--- src/rtl/al422_pkg.sv ---
// Shared AL422 definitions: row-header layout, writer states and header byte packing.
// The packing function is common to the frame writer and the al422_bam_bs reader.
package al422_pkg;

  localparam int AL422_HDR_LEN = 5;

  typedef enum logic [2:0] {
    HDR_CFG      = 3'd0,
    HDR_ACT_LO   = 3'd1,
    HDR_ACT_HI   = 3'd2,
    HDR_INACT_LO = 3'd3,
    HDR_INACT_HI = 3'd4
  } hdr_idx_e;

  typedef enum logic [1:0] {
    ST_IDLE = 2'd0,
    ST_WRST = 2'd1,
    ST_HDR  = 2'd2,
    ST_PIX  = 2'd3
  } wr_state_e;

  function automatic logic [7:0] al422_cfg_byte(input logic oe_inv, input logic [4:0] row);
    return {2'b00, oe_inv, row};
  endfunction

  function automatic logic [7:0] al422_hdr_byte(
    input hdr_idx_e    idx,
    input logic        oe_inv,
    input logic [4:0]  row,
    input logic [15:0] active,
    input logic [15:0] inactive
  );
    logic [7:0] v;
    case (idx)
      HDR_CFG:      v = al422_cfg_byte(oe_inv, row);
      HDR_ACT_LO:   v = active[7:0];
      HDR_ACT_HI:   v = active[15:8];
      HDR_INACT_LO: v = inactive[7:0];
      HDR_INACT_HI: v = inactive[15:8];
      default:      v = 8'h00;
    endcase
    return v;
  endfunction

endpackage

--- src/rtl/al422_wr_phy.sv ---
// AL422 write-port driver: in_clk/2 WCK generator and slot registers for DI, /WE, /WRST.
// Slot values are captured only on ph==0 edges (WCK falling), so they are stable at WCK rise.
module al422_wr_phy (
  input  logic       i_clk,
  input  logic       i_rst,
  input  logic       i_we_n,
  input  logic       i_wrst_n,
  input  logic [7:0] i_data,
  output logic       o_ph,
  output logic       o_wck,
  output logic       o_we_n,
  output logic       o_wrst_n,
  output logic [7:0] o_data
);

  logic       r_ph;
  logic       r_wck;
  logic       r_we_n;
  logic       r_wrst_n;
  logic [7:0] r_data;

  always_ff @(posedge i_clk or posedge i_rst) begin
    if (i_rst) begin
      r_ph     <= 1'b0;
      r_wck    <= 1'b0;
      r_we_n   <= 1'b1;
      r_wrst_n <= 1'b1;
      r_data   <= 8'h00;
    end else begin
      r_ph  <= ~r_ph;
      r_wck <= r_ph;
      if (!r_ph) begin
        r_we_n   <= i_we_n;
        r_wrst_n <= i_wrst_n;
        r_data   <= i_data;
      end
    end
  end

  assign o_ph     = r_ph;
  assign o_wck    = r_wck;
  assign o_we_n   = r_we_n;
  assign o_wrst_n = r_wrst_n;
  assign o_data   = r_data;

endmodule

--- src/rtl/al422_frame_writer.sv ---
// Frame writer feeding the AL422 FIFO: pointer reset per frame, 5-byte header per row,
// rows written top-down, first pixel held in a one-byte skid register.
module al422_frame_writer #(
  parameter int ROWS      = 16,
  parameter int PIX_BYTES = 64,
  parameter int WRST_CYC  = 4
) (
  input  logic        in_clk,
  input  logic        in_rst,
  input  logic [7:0]  s_data,
  input  logic        s_valid,
  input  logic        s_sof,
  output logic        s_ready,
  input  logic        cfg_oe_inv,
  input  logic [15:0] cfg_active,
  input  logic [15:0] cfg_inactive,
  output logic        al422_wck_out,
  output logic        al422_we_out,
  output logic        al422_wrst_out,
  output logic [7:0]  al422_data_out,
  output logic        busy,
  output logic        frame_done,
  output logic        sync_err
);
  import al422_pkg::*;

  localparam logic [11:0] PIX_LAST  = 12'(PIX_BYTES - 1);
  localparam logic [4:0]  ROW_TOP   = 5'(ROWS - 1);
  localparam logic [15:0] WRST_LAST = 16'(WRST_CYC / 2 - 1);
  localparam logic [2:0]  HDR_LAST  = 3'(AL422_HDR_LEN - 1);

  wr_state_e   r_state;
  logic [7:0]  r_skid;
  logic        r_skid_full;
  logic        r_oe_inv;
  logic [15:0] r_active;
  logic [15:0] r_inactive;
  logic [4:0]  r_row;
  logic [11:0] r_pix_cnt;
  logic [2:0]  r_hdr_idx;
  logic [15:0] r_wrst_cnt;
  logic        r_fin;
  logic        r_s_ready;
  logic        r_busy;
  logic        r_frame_done;
  logic        r_sync_err;

  logic        w_ph;
  logic        w_accept;
  logic        w_slot_we_n;
  logic        w_slot_wrst_n;
  logic [7:0]  w_slot_data;

  assign w_accept = s_valid & r_s_ready;

  // Slot content presented to the PHY; it is only captured on ph==0 edges
  always_comb begin
    w_slot_we_n   = 1'b1;
    w_slot_wrst_n = 1'b1;
    w_slot_data   = 8'h00;
    case (r_state)
      ST_IDLE: begin
        w_slot_we_n = 1'b1;
      end
      ST_WRST: begin
        w_slot_wrst_n = 1'b0;
      end
      ST_HDR: begin
        w_slot_we_n = 1'b0;
        w_slot_data = al422_hdr_byte(hdr_idx_e'(r_hdr_idx), r_oe_inv, r_row, r_active, r_inactive);
      end
      ST_PIX: begin
        if (r_fin) begin
          w_slot_we_n = 1'b1;
        end else if (r_skid_full) begin
          w_slot_we_n = 1'b0;
          w_slot_data = r_skid;
        end else if (w_accept && !s_sof) begin
          w_slot_we_n = 1'b0;
          w_slot_data = s_data;
        end else begin
          w_slot_we_n = 1'b1;
        end
      end
      default: begin
        w_slot_we_n = 1'b1;
      end
    endcase
  end

  // Frame sequencing; r_fin keeps PIX alive one extra slot so /WE is high when frame_done fires
  always_ff @(posedge in_clk or posedge in_rst) begin
    if (in_rst) begin
      r_state      <= ST_IDLE;
      r_skid       <= 8'h00;
      r_skid_full  <= 1'b0;
      r_oe_inv     <= 1'b0;
      r_active     <= 16'h0000;
      r_inactive   <= 16'h0000;
      r_row        <= 5'd0;
      r_pix_cnt    <= 12'd0;
      r_hdr_idx    <= 3'd0;
      r_wrst_cnt   <= 16'd0;
      r_fin        <= 1'b0;
      r_s_ready    <= 1'b0;
      r_busy       <= 1'b0;
      r_frame_done <= 1'b0;
      r_sync_err   <= 1'b0;
    end else begin
      r_frame_done <= 1'b0;
      r_sync_err   <= 1'b0;
      case (r_state)
        ST_IDLE: begin
          r_s_ready <= 1'b1;
          r_busy    <= 1'b0;
          if (w_accept && s_sof) begin
            r_skid      <= s_data;
            r_skid_full <= 1'b1;
            r_oe_inv    <= cfg_oe_inv;
            r_active    <= cfg_active;
            r_inactive  <= cfg_inactive;
            r_wrst_cnt  <= 16'd0;
            r_s_ready   <= 1'b0;
            r_busy      <= 1'b1;
            r_state     <= ST_WRST;
          end else if (w_accept) begin
            r_sync_err <= 1'b1;
          end
        end
        ST_WRST: begin
          r_s_ready <= 1'b0;
          if (!w_ph) begin
            if (r_wrst_cnt == WRST_LAST) begin
              r_row     <= ROW_TOP;
              r_hdr_idx <= 3'd0;
              r_state   <= ST_HDR;
            end else begin
              r_wrst_cnt <= r_wrst_cnt + 16'd1;
            end
          end
        end
        ST_HDR: begin
          r_s_ready <= 1'b0;
          if (!w_ph) begin
            if (r_hdr_idx == HDR_LAST) begin
              r_pix_cnt <= 12'd0;
              r_state   <= ST_PIX;
            end else begin
              r_hdr_idx <= r_hdr_idx + 3'd1;
            end
          end
        end
        ST_PIX: begin
          if (w_ph) begin
            r_s_ready <= ~r_fin & ~r_skid_full;
          end else begin
            r_s_ready <= 1'b0;
            if (r_fin) begin
              r_fin        <= 1'b0;
              r_frame_done <= 1'b1;
              r_busy       <= 1'b0;
              r_s_ready    <= 1'b1;
              r_state      <= ST_IDLE;
            end else if (w_accept && s_sof) begin
              r_sync_err  <= 1'b1;
              r_skid      <= s_data;
              r_skid_full <= 1'b1;
              r_oe_inv    <= cfg_oe_inv;
              r_active    <= cfg_active;
              r_inactive  <= cfg_inactive;
              r_wrst_cnt  <= 16'd0;
              r_state     <= ST_WRST;
            end else if (r_skid_full || w_accept) begin
              r_skid_full <= 1'b0;
              if (r_pix_cnt != PIX_LAST) begin
                r_pix_cnt <= r_pix_cnt + 12'd1;
              end else if (r_row == 5'd0) begin
                r_fin <= 1'b1;
              end else begin
                r_row     <= r_row - 5'd1;
                r_hdr_idx <= 3'd0;
                r_state   <= ST_HDR;
              end
            end
          end
        end
        default: begin
          r_s_ready <= 1'b0;
          r_busy    <= 1'b0;
          r_state   <= ST_IDLE;
        end
      endcase
    end
  end

  al422_wr_phy u_phy (
    .i_clk    (in_clk),
    .i_rst    (in_rst),
    .i_we_n   (w_slot_we_n),
    .i_wrst_n (w_slot_wrst_n),
    .i_data   (w_slot_data),
    .o_ph     (w_ph),
    .o_wck    (al422_wck_out),
    .o_we_n   (al422_we_out),
    .o_wrst_n (al422_wrst_out),
    .o_data   (al422_data_out)
  );

  assign s_ready    = r_s_ready;
  assign busy       = r_busy;
  assign frame_done = r_frame_done;
  assign sync_err   = r_sync_err;

endmodule
--- config.mk ---
export PLATFORM = sky130hd
export DESIGN_NAME = al422_frame_writer
export DESIGN_NICKNAME = d
export VERILOG_FILES = /design/src/rtl/al422_pkg.sv /design/src/rtl/al422_wr_phy.sv /design/src/rtl/al422_frame_writer.sv
export SDC_FILE = /design/constraint.sdc
export NUM_CORES = 1
export LEC_CHECK = 0
export CAP_MARGIN = 20
export CORE_UTILIZATION = 56
export DETAILED_ROUTE_END_ITERATION = 7
export HOLD_SLACK_MARGIN = 0.02
export PLACE_DENSITY = 0.88
export SKIP_LAST_GASP = 1
export SYNTH_ARGS = -nofsm -noshare
export SYNTH_HDL_FRONTEND = slang
export SYNTH_HIERARCHICAL = 1
export SYNTH_SLANG_ARGS = --single-unit
--- constraint.sdc ---
create_clock -name in_clk -period 3.65 [get_ports in_clk]
set_input_delay 0.73 -clock in_clk [delete_from_list [all_inputs] [get_ports in_clk]]
set_output_delay 0.73 -clock in_clk [all_outputs]
set_load 0.1 [all_outputs]
* Word level (Yosys, flattened, before mapping)
Cells that the tools add are included. W data, S select, Z words.
Storage, ports and cells: input port bits 45, output and inout port bits 15, logic and storage cells 177, flip-flop bits (word level) 97
Operators by class: equal/unequal tests 28, mux-type cells 98, add/subtract/negate cells 4, reductions and logical operators 22, bitwise operators 5
Operators with widths (count):
- $mux W16 | 11
- $mux W12 | 7
- $pmux W16 S2 | 2
- $mux W8 | 6
- $pmux W16 S3 | 1
- $mux W5 | 8
- $pmux W8 S5 | 1
- $pmux W8 S2 | 2
- $mux W3 | 10
- $ne A2 B2 Y1 const B | 15
- $mux W1 | 29
- $pmux W12 S2 | 1
- $mux W2 | 11
- $reduce_and A9 Y1 | 2
- $add A16 B1 Y16 const B | 1
- $eq A16 B1 Y1 const B | 1
- $add A12 B1 Y12 const B | 1
- $ne A12 B6 Y1 const B | 1
- $ne A4 B4 Y1 const B | 3
- $reduce_and A11 Y1 | 1
- $pmux W1 S2 | 5
- $pmux W5 S2 | 1
- $reduce_and A5 Y1 | 2
- $pmux W3 S3 | 1
- other kinds (24) | 34

* Depth between registers and ports, before layout
Gate-level depths: netlist of run 1.
depth after elaboration 8, mapped depth 8, gate-level depth less buffers 7

* Modules after synthesis
The synthesis of run 1 kept the hierarchy.
By module, submodules not included:
- al422_frame_writer | area each 4648.2 sq um, cells an instance 457, instances 1
- al422_wr_phy | area each 467.9 sq um, cells an instance 25, instances 1

* Worst setup path after synthesis of run 1
Ideal clock, no wire load.
path kind reg-to-reg, from reg r_s_ready (netlist: s_ready), to reg r_inactive[10], slack 1.138 ns, required time 3.525 ns, stages on the path, launching flop included 7, setup time 0.125 ns, buffers on the path 2, arrival time 2.387 ns, cells stage by stage dfrtp_1 -> and3_1 -> clkbuf_1 -> o21ai_1 -> nor2_1 -> clkbuf_1 -> mux2_2
On the way: word-level cells in the longest chain between the ends 6
Ends and longest elaborated chain:
- start: declaration | RTL line al422_frame_writer.sv:43 | logic r_s_ready;
- start signal: assignment | RTL line al422_frame_writer.sv:155 | r_s_ready <= ~r_fin & ~r_skid_full;
- $and A1 B1 Y1 (*) | RTL line al422_frame_writer.sv:54 | assign w_accept = s_valid & r_s_ready;
- $logic_and A1 B1 Y1 (*) | RTL line al422_frame_writer.sv:116, al422_frame_writer.sv:164
- $mux W16 (*)
- $mux W16 (2 in series)
- $pmux W16 S2 (*)
- end signal: assignment | RTL line al422_frame_writer.sv:121 | r_inactive <= cfg_inactive;
- end signal: assignment | RTL line al422_frame_writer.sv:170 | r_inactive <= cfg_inactive;
- end: declaration | RTL line al422_frame_writer.sv:37 | logic [15:0] r_inactive;
Mark *: on every way between the ends. The rest lies on a longest branch, timed or not. The select of a mux whose other input is x is not followed. A chain may end at the register's enable or synchronous reset.

* Final worst setup path of run 1
from in s_sof, to reg r_hdr_idx[1]
On the way: word-level cells in the longest chain between the ends 3
Ends and longest elaborated chain:
- start: declaration | RTL line al422_frame_writer.sv:12 | input logic s_sof,
- $logic_and A1 B1 Y1 | RTL line al422_frame_writer.sv:164 | end else if (w_accept && s_sof) begin
- $ne A2 B2 Y1 (no source line)
- $reduce_and A11 Y1 (no source line)
- end signal: assignment | RTL line al422_frame_writer.sv:149 | r_hdr_idx <= r_hdr_idx + 3'd1;
- end: declaration | RTL line al422_frame_writer.sv:40 | logic [2:0] r_hdr_idx;
No other way between the ends.

==> impl_metrics.csv, run 1 <==
group,metric,value,unit
job,cap_violations,0,
drt,antenna_left,0,
sta,fmax,0.3549,GHz
critical_path,ff2ff_setup_slack,0.87,ns
synth,syn_inst,482,
critical_path,reg2regPathDepth,6,
critical_path,worstPathArrival,3.07,ns
synth,synth_area,5116,um^2
drt,wirelength,11.54,mm
sta,rsz0062_at_grt,"no",
cts,cts_root_buf,"clkbuf_8",
sta,fin_crit_sh,77.19,%
floorplanning,dieArea,9522,um^2
synth,synth-simple-area-share,15.43,%
critical_path,worst-setup-path-type,"primary input to register",
synth,synth_nets,542,
synth,syn_avg_cell_area,10.61,um^2
sta,hold_viol,0,
cts,cts_resized,0,
floorplanning,die_width,97.58,um
cts,cts_buffers,9,
sta,finalMaxSlewViolations,0,
critical_path,crit_required,3.90,ns
final_layout,diodes,0,
global_routing,grt_max_degree,70,
drt,highest_layer,"met4",
critical_path,critPathCaptureType,"register",
cts,clk_pin_slew_worst_paths,0.09,ns
cts,cts.path.max_buffers,2,
floorplanning,die_y,97.58,um
synth,yosys_warnings,6,
drt,drt_pre_antenna_iters,5,
drt,vias,4102,
drt,wl_met1,5.266,mm
sta,finalSetupViolations,0,
global_routing,track_usage,25.02,%
drt,wl_met3,574,um
drt,viasPerCell,6.379,
critical_path,critPathLaunchType,"primary input",
critical_path,cp_num_buf_inv,1,
synth,ys_async_sr_fraction,100.0,%
power,p_leak,0.002564,uW
critical_path,endpoint,"r_hdr_idx[1]",
power,powerDensity,757.5,nW/um^2
sta,timing.slew.headroom,31.72,%
synth,synthFlopType,"dfrtp_1",
critical_path,reg2reg_to,"r_wrst_cnt[14]",
critical_path,rr_startpoint,"r_state[0]",
critical_path,path_depth,6,
critical_path,critical_path.max_stage_delay,0.67,ns
min_path,hold_path.class,"register to register",
cts,postCtsHoldBufs,0,
critical_path,slowest_stage,"nor4_1",
sta,layout_min_cycle_time,2.817,ns
power,ir_drop,532.6,uV
synth,synth_compound_area_share,14.72,%
cts,cts.sinks,97,
outcome,status,"complete, no violations",
cts,htree_levels,3,
synth,synth_top_family_by_area,"simple AND/OR/NAND/NOR gates",
drt,routedWlPerCell,17.95,um
final_layout,fin_util,68.36,%
critical_path,path_cells,"clkdlybuf4s50_1 > and3_1 > nor4_1 > a21oi_1 > or3_4 > a22o_1",
sta,setup_tns,0,ns
drt,wl_met2,5.468,mm
synth,synth_edf_count,0,
cts,clk_latency,0.36,ns
critical_path,critPathLaunch,"s_sof",
final_layout,area_growth,17.09,%
critical_path,critPathTopFamily,"simple AND/OR/NAND/NOR gates",
synth,synth.distinct_cells,61,
final_layout,drive_gt1_share,12.90,%
synth,synthMuxAreaShare,12.69,%
floorplanning,top_level_ports,60,
drt,drc_errors,0,
placement,place_congestion,0.8646,
synth,ys_ff_latch,97,
placement,port_buffers,59,
floorplanning,start_util,58.38,%
synth,synth_fa_ha_area_share,3.668,%
global_routing,grt_pass1_wl,19.20,mm
cts,cts_setup_buffers,0,
sta,tightest_slew,1.021,ns
global_routing,antenna_found_initial,0,
global_routing,grt.overflow.total,0,
floorplanning,core_area,8763,um^2
critical_path,cp_max_fo,6,
global_routing,grt_pass1_vias,3949,
placement,place.detailed.hpwl,8.023,mm
sta,finalClockSkew,0.01065,ns
drt,drtIter0Drc,269,
synth,synth-xor-area-share,1.712,%
final_layout,nets,590,
cts,cts_tree,"done",
synth,synth-seq-area-share,47.49,%
floorplanning,rows,34,
==> cells in the final DEF (no fill, tap or decap), types with 3 or more instances in the layout <==
cell	count
dfrtp_1	95
clkdlybuf4s50_1	59
nor2_1	32
nand2_1	29
mux2_2	27
o21ai_0	20
inv_1	16
mux2_1	16
a21oi_1	16
nand4_1	16
ha_1	15
nand3_1	12
nor3_1	11
o22ai_1	10
a22o_1	9
clkbuf_8	9
mux2_4	9
xor2_1	8
o31ai_1	8
a222oi_1	8
a22oi_1	8
and3_1	7
nor4_1	7
buf_4	7
or4_1	6
o21ai_1	4
o211ai_1	4
nand3b_1	4
a211o_1	3
and4_1	3
mux2i_1	3
a2bb2oi_1	3
and2_1	3
or3_1	3
o221ai_1	3
==> synthesized netlist by cell type, drive strengths merged (11+ instances only) <==
| master | count | area, um^2 |
|---|---|---|
| nor2 | 33 | 123.9 |
| mux2 | 52 | 619.3 |
| nor3 | 11 | 55.05 |
| ha | 15 | 187.7 |
| o21ai | 24 | 120.1 |
| nand2 | 30 | 115.1 |
| clkbuf | 17 | 63.81 |
| inv | 17 | 63.81 |
| nand3 | 12 | 60.06 |
| nand4 | 16 | 100.1 |
| a21oi | 16 | 80.08 |
| buf | 12 | 78.83 |
| dfrtp | 95 | 2377 |
==> area by class of cell <==
| type | count | area (um^2) |
|---|---|---|
| tap | 108 | 135.1 |
| clock buffer | 10 | 127.6 |
| multi-input combinational | 337 | 2475 |
| timing repair buffer | 67 | 663.1 |
| fill | 630 | 2773 |
| clock inverter | 6 | 91.34 |
| sequential | 97 | 2430 |
| inverter | 18 | 68.82 |
==> sequential cells by signal, summed over array words and instances, names as in the netlist, 2 cells and up <==
| signal | flops |
|---|---|
| r_state | 2 |
| r_inactive | 16 |
| r_active | 16 |
| u_phy/o_data | 8 |
| r_row | 5 |
| r_skid | 8 |
| r_hdr_idx | 3 |
| r_wrst_cnt | 16 |
| r_pix_cnt | 12 |
==> logic make-up (layout without fill, tap and decap cells) <==
| kind of cell | count (synthesis) | count (layout) |
|---|---|---|
| flip-flops | 97 | 97 |
| adder cells (fa/ha/maj) | 15 | 15 |
| buffers and inverters | 48 | 101 |
| multiplexers | 55 | 55 |
| AND/OR/NAND/NOR | 149 | 149 |
| AO/OA/AOI/OAI | 108 | 108 |
| XOR/XNOR | 10 | 10 |
==> power breakdown <==
group / total (uW) / internal (uW) / switching (uW)
Sequential: 1810 / 1480 / 336
Combinational: 1950 / 756 / 1190
Clock: 775 / 390 / 384
==> how the worst min path moves through the flow <==
stage                  startpoint       endpoint  slack [ns]  cells past startpoint
floorplan              u_phy/o_ph    u_phy/o_wck        0.44                      0
global placement    r_inactive[2]  r_inactive[2]        0.47                      1
detailed placement    r_active[9]    r_active[9]        0.48                      1
CTS                   r_active[9]    r_active[9]        0.50                      1
global route          r_active[1]    r_active[1]        0.52                      1
finish                r_active[9]    r_active[9]        0.49                      1
==> layer usage <==
metal	vias up	track usage, %
met5	-	0
met4	0	8.145
met3	21	4.317
met2	149	39.81
met1	2039	34.94
li1	1893	-
==> metrics by stage <==
step           total power, uW  std cells  setup WS, ns  area, um^2  hold slack, ns
2_1_floorplan             3201        482        0.7265        5116          0.4398
3_3_place_gp              3647        627        0.7064        5772          0.4658
3_5_place_dp              3744        627        0.6569        5772          0.4772
4_1_cts                   4526        643        0.8674        5991          0.4975
5_1_grt                   4789        643        0.6573        5991          0.5171
6_report                  4538        643        0.8326        5991          0.4923
No activity file was read; power rests on OpenSTA's default activity.
==> run 2: changes to the inputs <==
- clock period: 3.65 -> 2.6 ns (I/O delays scaled with it)
==> impl_metrics.csv, run 2 (same netlist as run 1, synthesis figures left out) <==
group,metric,value,unit
floorplanning,start_util,58.38,%
cts,cts_setup_buffers,0,
critical_path,worstPathArrival,2.65,ns
sta,finalClockSkew,0.006142,ns
sta,fin_crit_sh,91.42,%
critical_path,reg2regPathDepth,8,
sta,finalSetupViolations,0,
sta,tightest_slew,0.6521,ns
sta,hold_viol,0,
cts,clk_latency,0.38,ns
floorplanning,core_area,8763,um^2
floorplanning,rows,34,
drt,routedWlPerCell,18.43,um
placement,post_dp_cell_area,5879,um^2
cts,cts_buffers,9,
cts,cts.sinks,97,
power,p_sw,2772,uW
final_layout,final_cell_mix,"dfrtp_1 (95), clkdlybuf4s50_1 (44), buf_4 (41)",
global_routing,grt_pass1_wl,20.50,mm
floorplanning,dieArea,9522,um^2
sta,fin_hold_ws,0.4938,ns
power,netSwitchingFraction,43.02,%
drt,wirelength,12.20,mm
placement,place.detailed.hpwl,8.680,mm
cts,cts_root_buf,"clkbuf_8",
sta,setup_ws,0.2231,ns
final_layout,reg.largest.list,"r_active x16, r_inactive x16, r_wrst_cnt x16",
critical_path,critPathLaunchType,"register",
sta,setup_tns,0,ns
placement,port_buffers,59,
placement,place_congestion,0.8684,
drt,drtIter0Drc,284,
floorplanning,die_y,97.58,um
final_layout,multi_input_area,2475,um^2
final_layout,area_growth,19.05,%
final_layout,drive_gt1_share,18.77,%
cts,clk_pin_slew_worst_paths,0.10,ns
final_layout,fin_util,69.50,%
min_path,holdPathStages,1,
floorplanning,die_width,97.58,um
critical_path,crit_required,2.88,ns
critical_path,critPathCaptureType,"register",
sta,fmax,0.4207,GHz
sta,finalMaxSlewViolations,0,
final_layout,seq_area,2430,um^2
power,power.clock.fraction,16.5,%
critical_path,cp_max_fo,7,
drt,antenna_left,0,
cts,htree_levels,3,
job,cap_violations,0,
power,powerDensity,1058,nW/um^2
sta,timing.slew.headroom,56.44,%
cts,cts_tree,"done",
placement,dpl_worst_slack,0.008890,ns
drt,viasPerCell,6.393,
outcome,status,"complete, no violations",
power,combPwrFrac,44.0,%
sta,layout_min_cycle_time,2.377,ns
global_routing,grt_pass1_vias,4275,
min_path,hold_path.class,"register to register",
final_layout,final_cell_area,6091,um^2
floorplanning,top_level_ports,60,
sta,rsz0062_at_grt,"no",
global_routing,antenna_found_initial,0,
drt,vias,4232,
critical_path,worst-setup-path-type,"register to register",
power,p_int,3671,uW
final_layout,diodes,0,
drt,drt_pre_antenna_iters,7,
power,ir_drop,463.5,uV
cts,cts_resized,0,
final_layout,nets,609,
cts,cts.path.max_buffers,2,
final_layout,filler_cell_count,622,
final_layout,final_common_cell,"dfrtp_1",
drt,drc_errors,0,
cts,postCtsHoldBufs,0,
power,p_seq_share,39.5,%
global_routing,grt_max_degree,42,
global_routing,track_usage,27.07,%
power,p_leak,0.002668,uW
global_routing,grt.overflow.total,0,
run 2: worst max-delay path, cell delays in order, from the launching register on:
cell	delay [ns]
dfrtp_1	0.43
inv_1	0.07
ha_1	0.13
nor4b_1	0.33
a41oi_1	0.19
buf_4	0.21
or2_1	0.24
or3_4	0.42
a22o_1	0.25
run 2: power by group through the flow:
stage,clock network (uW),logic (uW),registers [uW]
global route,1140,3060,2610
CTS,1060,2810,2530
global placement,0,2680,2510
finish,1060,2840,2540
floorplan,0,1540,2950
detailed placement,0,2780,2550
run 2: routing by layer:
metal / up-vias / GRT usage [%] / share of wire [%]
met1: 2050 / 35.06 / 41
met3: 46 / 5.971 / 6.8
met4: 0 / 12.90 / 3.7
li1: 1925 / - / -
met2: 211 / 43.25 / 48
met5: - / 0 / 0
run 2: layout make-up:
cell class	count	area share [%]
multi-input combinational	337	40.63
timing repair buffer	86	12.61
clock inverter	6	1.212
inverter	18	1.171
sequential	97	39.89
tap	108	2.219
clock buffer	10	2.260
run 2: worst paths after layout:
check                               from  slack, ns         endpoint
max                        r_wrst_cnt[1]       0.22     r_hdr_idx[1]
min                         r_active[11]       0.49     r_active[11]
max reg2reg                r_wrst_cnt[1]       0.22     r_hdr_idx[1]
min reg2reg                 r_active[11]       0.49     r_active[11]
max in group asynchronous         in_rst       1.28    r_inactive[8]
min in group asynchronous         in_rst       0.56  u_phy/o_data[4]
run 2: metrics by stage:
| stage | total power (uW) | instances |
|---|---|---|
| finish | 6444 | 662 |
| global route | 6805 | 662 |
| CTS | 6400 | 662 |
| detailed placement | 5339 | 646 |
| global placement | 5185 | 646 |
| floorplan | 4494 | 482 |
==> run 3: changes to the inputs <==
- CORE_UTILIZATION: 56 -> 55
- PLACE_DENSITY: 0.88 -> 0.87
==> impl_metrics.csv, run 3 (same netlist as run 1, synthesis figures left out) <==
group,metric,value,unit
power,p_leak,0.002637,uW
drt,drt_pre_antenna_iters,7,
floorplanning,die_y,98.45,um
power,p_seq_share,40.5,%
outcome,status,"complete, no violations",
cts,cts_tree,"done",
global_routing,antenna_found_initial,0,
drt,antenna_left,0,
critical_path,slowest_stage,"or4_1",
min_path,holdPathStages,1,
global_routing,grt_pass1_wl,20.20,mm
critical_path,crit_top_cell,"and3_1",
cts,postCtsHoldBufs,0,
sta,setup_tns,0,ns
drt,drc_errors,0,
critical_path,path_cells,"ha_1 > and3_1 > and3_1 > o31a_1 > or4_1 > a21oi_1",
floorplanning,dieArea,9691,um^2
critical_path,worstPathArrival,2.65,ns
power,combPwrFrac,45.3,%
global_routing,grt-busiest-layer,"met2",
final_layout,drive_gt1_share,17.97,%
final_layout,reg.largest.list,"r_active x16, r_inactive x16, r_wrst_cnt x16",
global_routing,grt_max_degree,86,
cts,cts_resized,0,
sta,fmax,0.4233,GHz
sta,layout_min_cycle_time,2.363,ns
global_routing,track_usage,25.98,%
global_routing,grt_pass1_vias,4164,
sta,setup_ws,0.2374,ns
sta,finalMaxSlewViolations,0,
sta,timing.slew.headroom,59.60,%
placement,place.detailed.hpwl,8.413,mm
cts,htree_levels,3,
critical_path,worst-setup-path-type,"register to register",
critical_path,critPathCaptureType,"register",
critical_path,path_depth,6,
cts,cts.path.max_buffers,2,
global_routing,grt_util_met3,4.965,%
final_layout,final_cell_area,6042,um^2
cts,clk_pin_slew_worst_paths,0.09,ns
floorplanning,die_width,98.45,um
drt,wirelength,11.88,mm
cts,cts_buffers,9,
drt,routedWlPerCell,18.03,um
floorplanning,core_area,8848,um^2
power,netSwitchingFraction,43.44,%
critical_path,crit_required,2.88,ns
critical_path,cp_num_buf_inv,0,
power,p_sw,2718,uW
critical_path,critPathTopFamily,"simple AND/OR/NAND/NOR gates",
sta,finalClockSkew,0.01611,ns
drt,viasPerCell,6.343,
sta,finalSetupViolations,0,
sta,fin_crit_sh,90.87,%
floorplanning,start_util,57.82,%
cts,cts_root_buf,"clkbuf_8",
final_layout,final_cell_mix,"dfrtp_1 (95), clkdlybuf4s50_1 (44), buf_4 (37)",
critical_path,critical_path.max_stage_delay,0.57,ns
cts,cts_setup_buffers,0,
final_layout,area_growth,18.10,%
global_routing,gr-usage-met2,43.07,%
floorplanning,top_level_ports,60,
floorplanning,rows,34,
global_routing,grtUsageMet1,33.27,%
min_path,hold_path.class,"register to register",
global_routing,grt.overflow.total,0,
cts,cts.sinks,97,
critical_path,critPathLaunchType,"register",
power,ir_drop,596.4,uV
job,cap_violations,0,
placement,dpl_worst_slack,0.09019,ns
critical_path,reg2regPathDepth,6,
drt,vias,4180,
final_layout,diodes,0,
sta,tightest_slew,0.6020,ns
power,powerDensity,1035,nW/um^2
final_layout,nets,606,
sta,rsz0062_at_grt,"no",
placement,place_congestion,0.8960,
power,p_int,3538,uW
power,power.clock.fraction,14.2,%
drt,drtIter0Drc,339,
placement,port_buffers,59,
critical_path,cp_max_fo,18,
cts,clk_latency,0.36,ns
placement,post_dp_cell_area,5869,um^2
final_layout,final_common_cell,"dfrtp_1",
sta,hold_viol,0,
## run 3: cell type report
cell class / instances / area, um^2
Clock buffer: 11 / 131.4
Clock inverter: 5 / 41.29
Fill cell: 651 / 2806
Inverter: 18 / 71.32
Multi-Input combinational cell: 337 / 2475
Sequential cell: 97 / 2430
Tap cell: 108 / 135.1
Timing Repair Buffer: 83 / 758.2
## run 3: worst register-to-register path: cells and delay by family (launching register included)
family / cells / cell delay, ns
AOI/OAI and AO/OA: 2 / 0.64
adders and majority gates: 1 / 0.24
and+or+nand+nor: 3 / 1.01
DFF: 1 / 0.41
## run 3: through the flow
stage	util [%]	hold slack (ns)	total power (uW)	cells
after detailed placement	66.33	0.4770	5334	643
after global placement	66.33	0.4665	5186	643
final	68.28	0.4927	6255	659
after floorplan	-	0.3833	4494	482
after global routing	68.28	0.5241	6620	659
after CTS	68.28	0.4993	6229	659
## run 3: routing by layer
metal,part of all wire [%],vias up
met5,0,-
met4,3.2,0
met3,5.0,30
met2,50,165
met1,42,2070
li1,-,1915
## run 3: power by group through the flow
stage	sequential [uW]	clock [uW]	combinational, uW
3_5_place_dp	2540	0	2790
4_1_cts	2520	897	2810
2_1_floorplan	2950	0	1540
5_1_grt	2600	965	3050
3_3_place_gp	2490	0	2690
6_report	2530	889	2830
## run 3: final timing paths
kind	start	to	slack, ns
max in group asynchronous	in_rst	r_inactive[12]	1.56
min in group asynchronous	in_rst	u_phy/o_wck	0.54
worst max-delay path	r_pix_cnt[0]	r_pix_cnt[11]	0.24
worst min register to register	r_active[12]	r_active[12]	0.49
worst max register to register	r_pix_cnt[0]	r_pix_cnt[11]	0.24
worst min-delay path	r_active[12]	r_active[12]	0.49
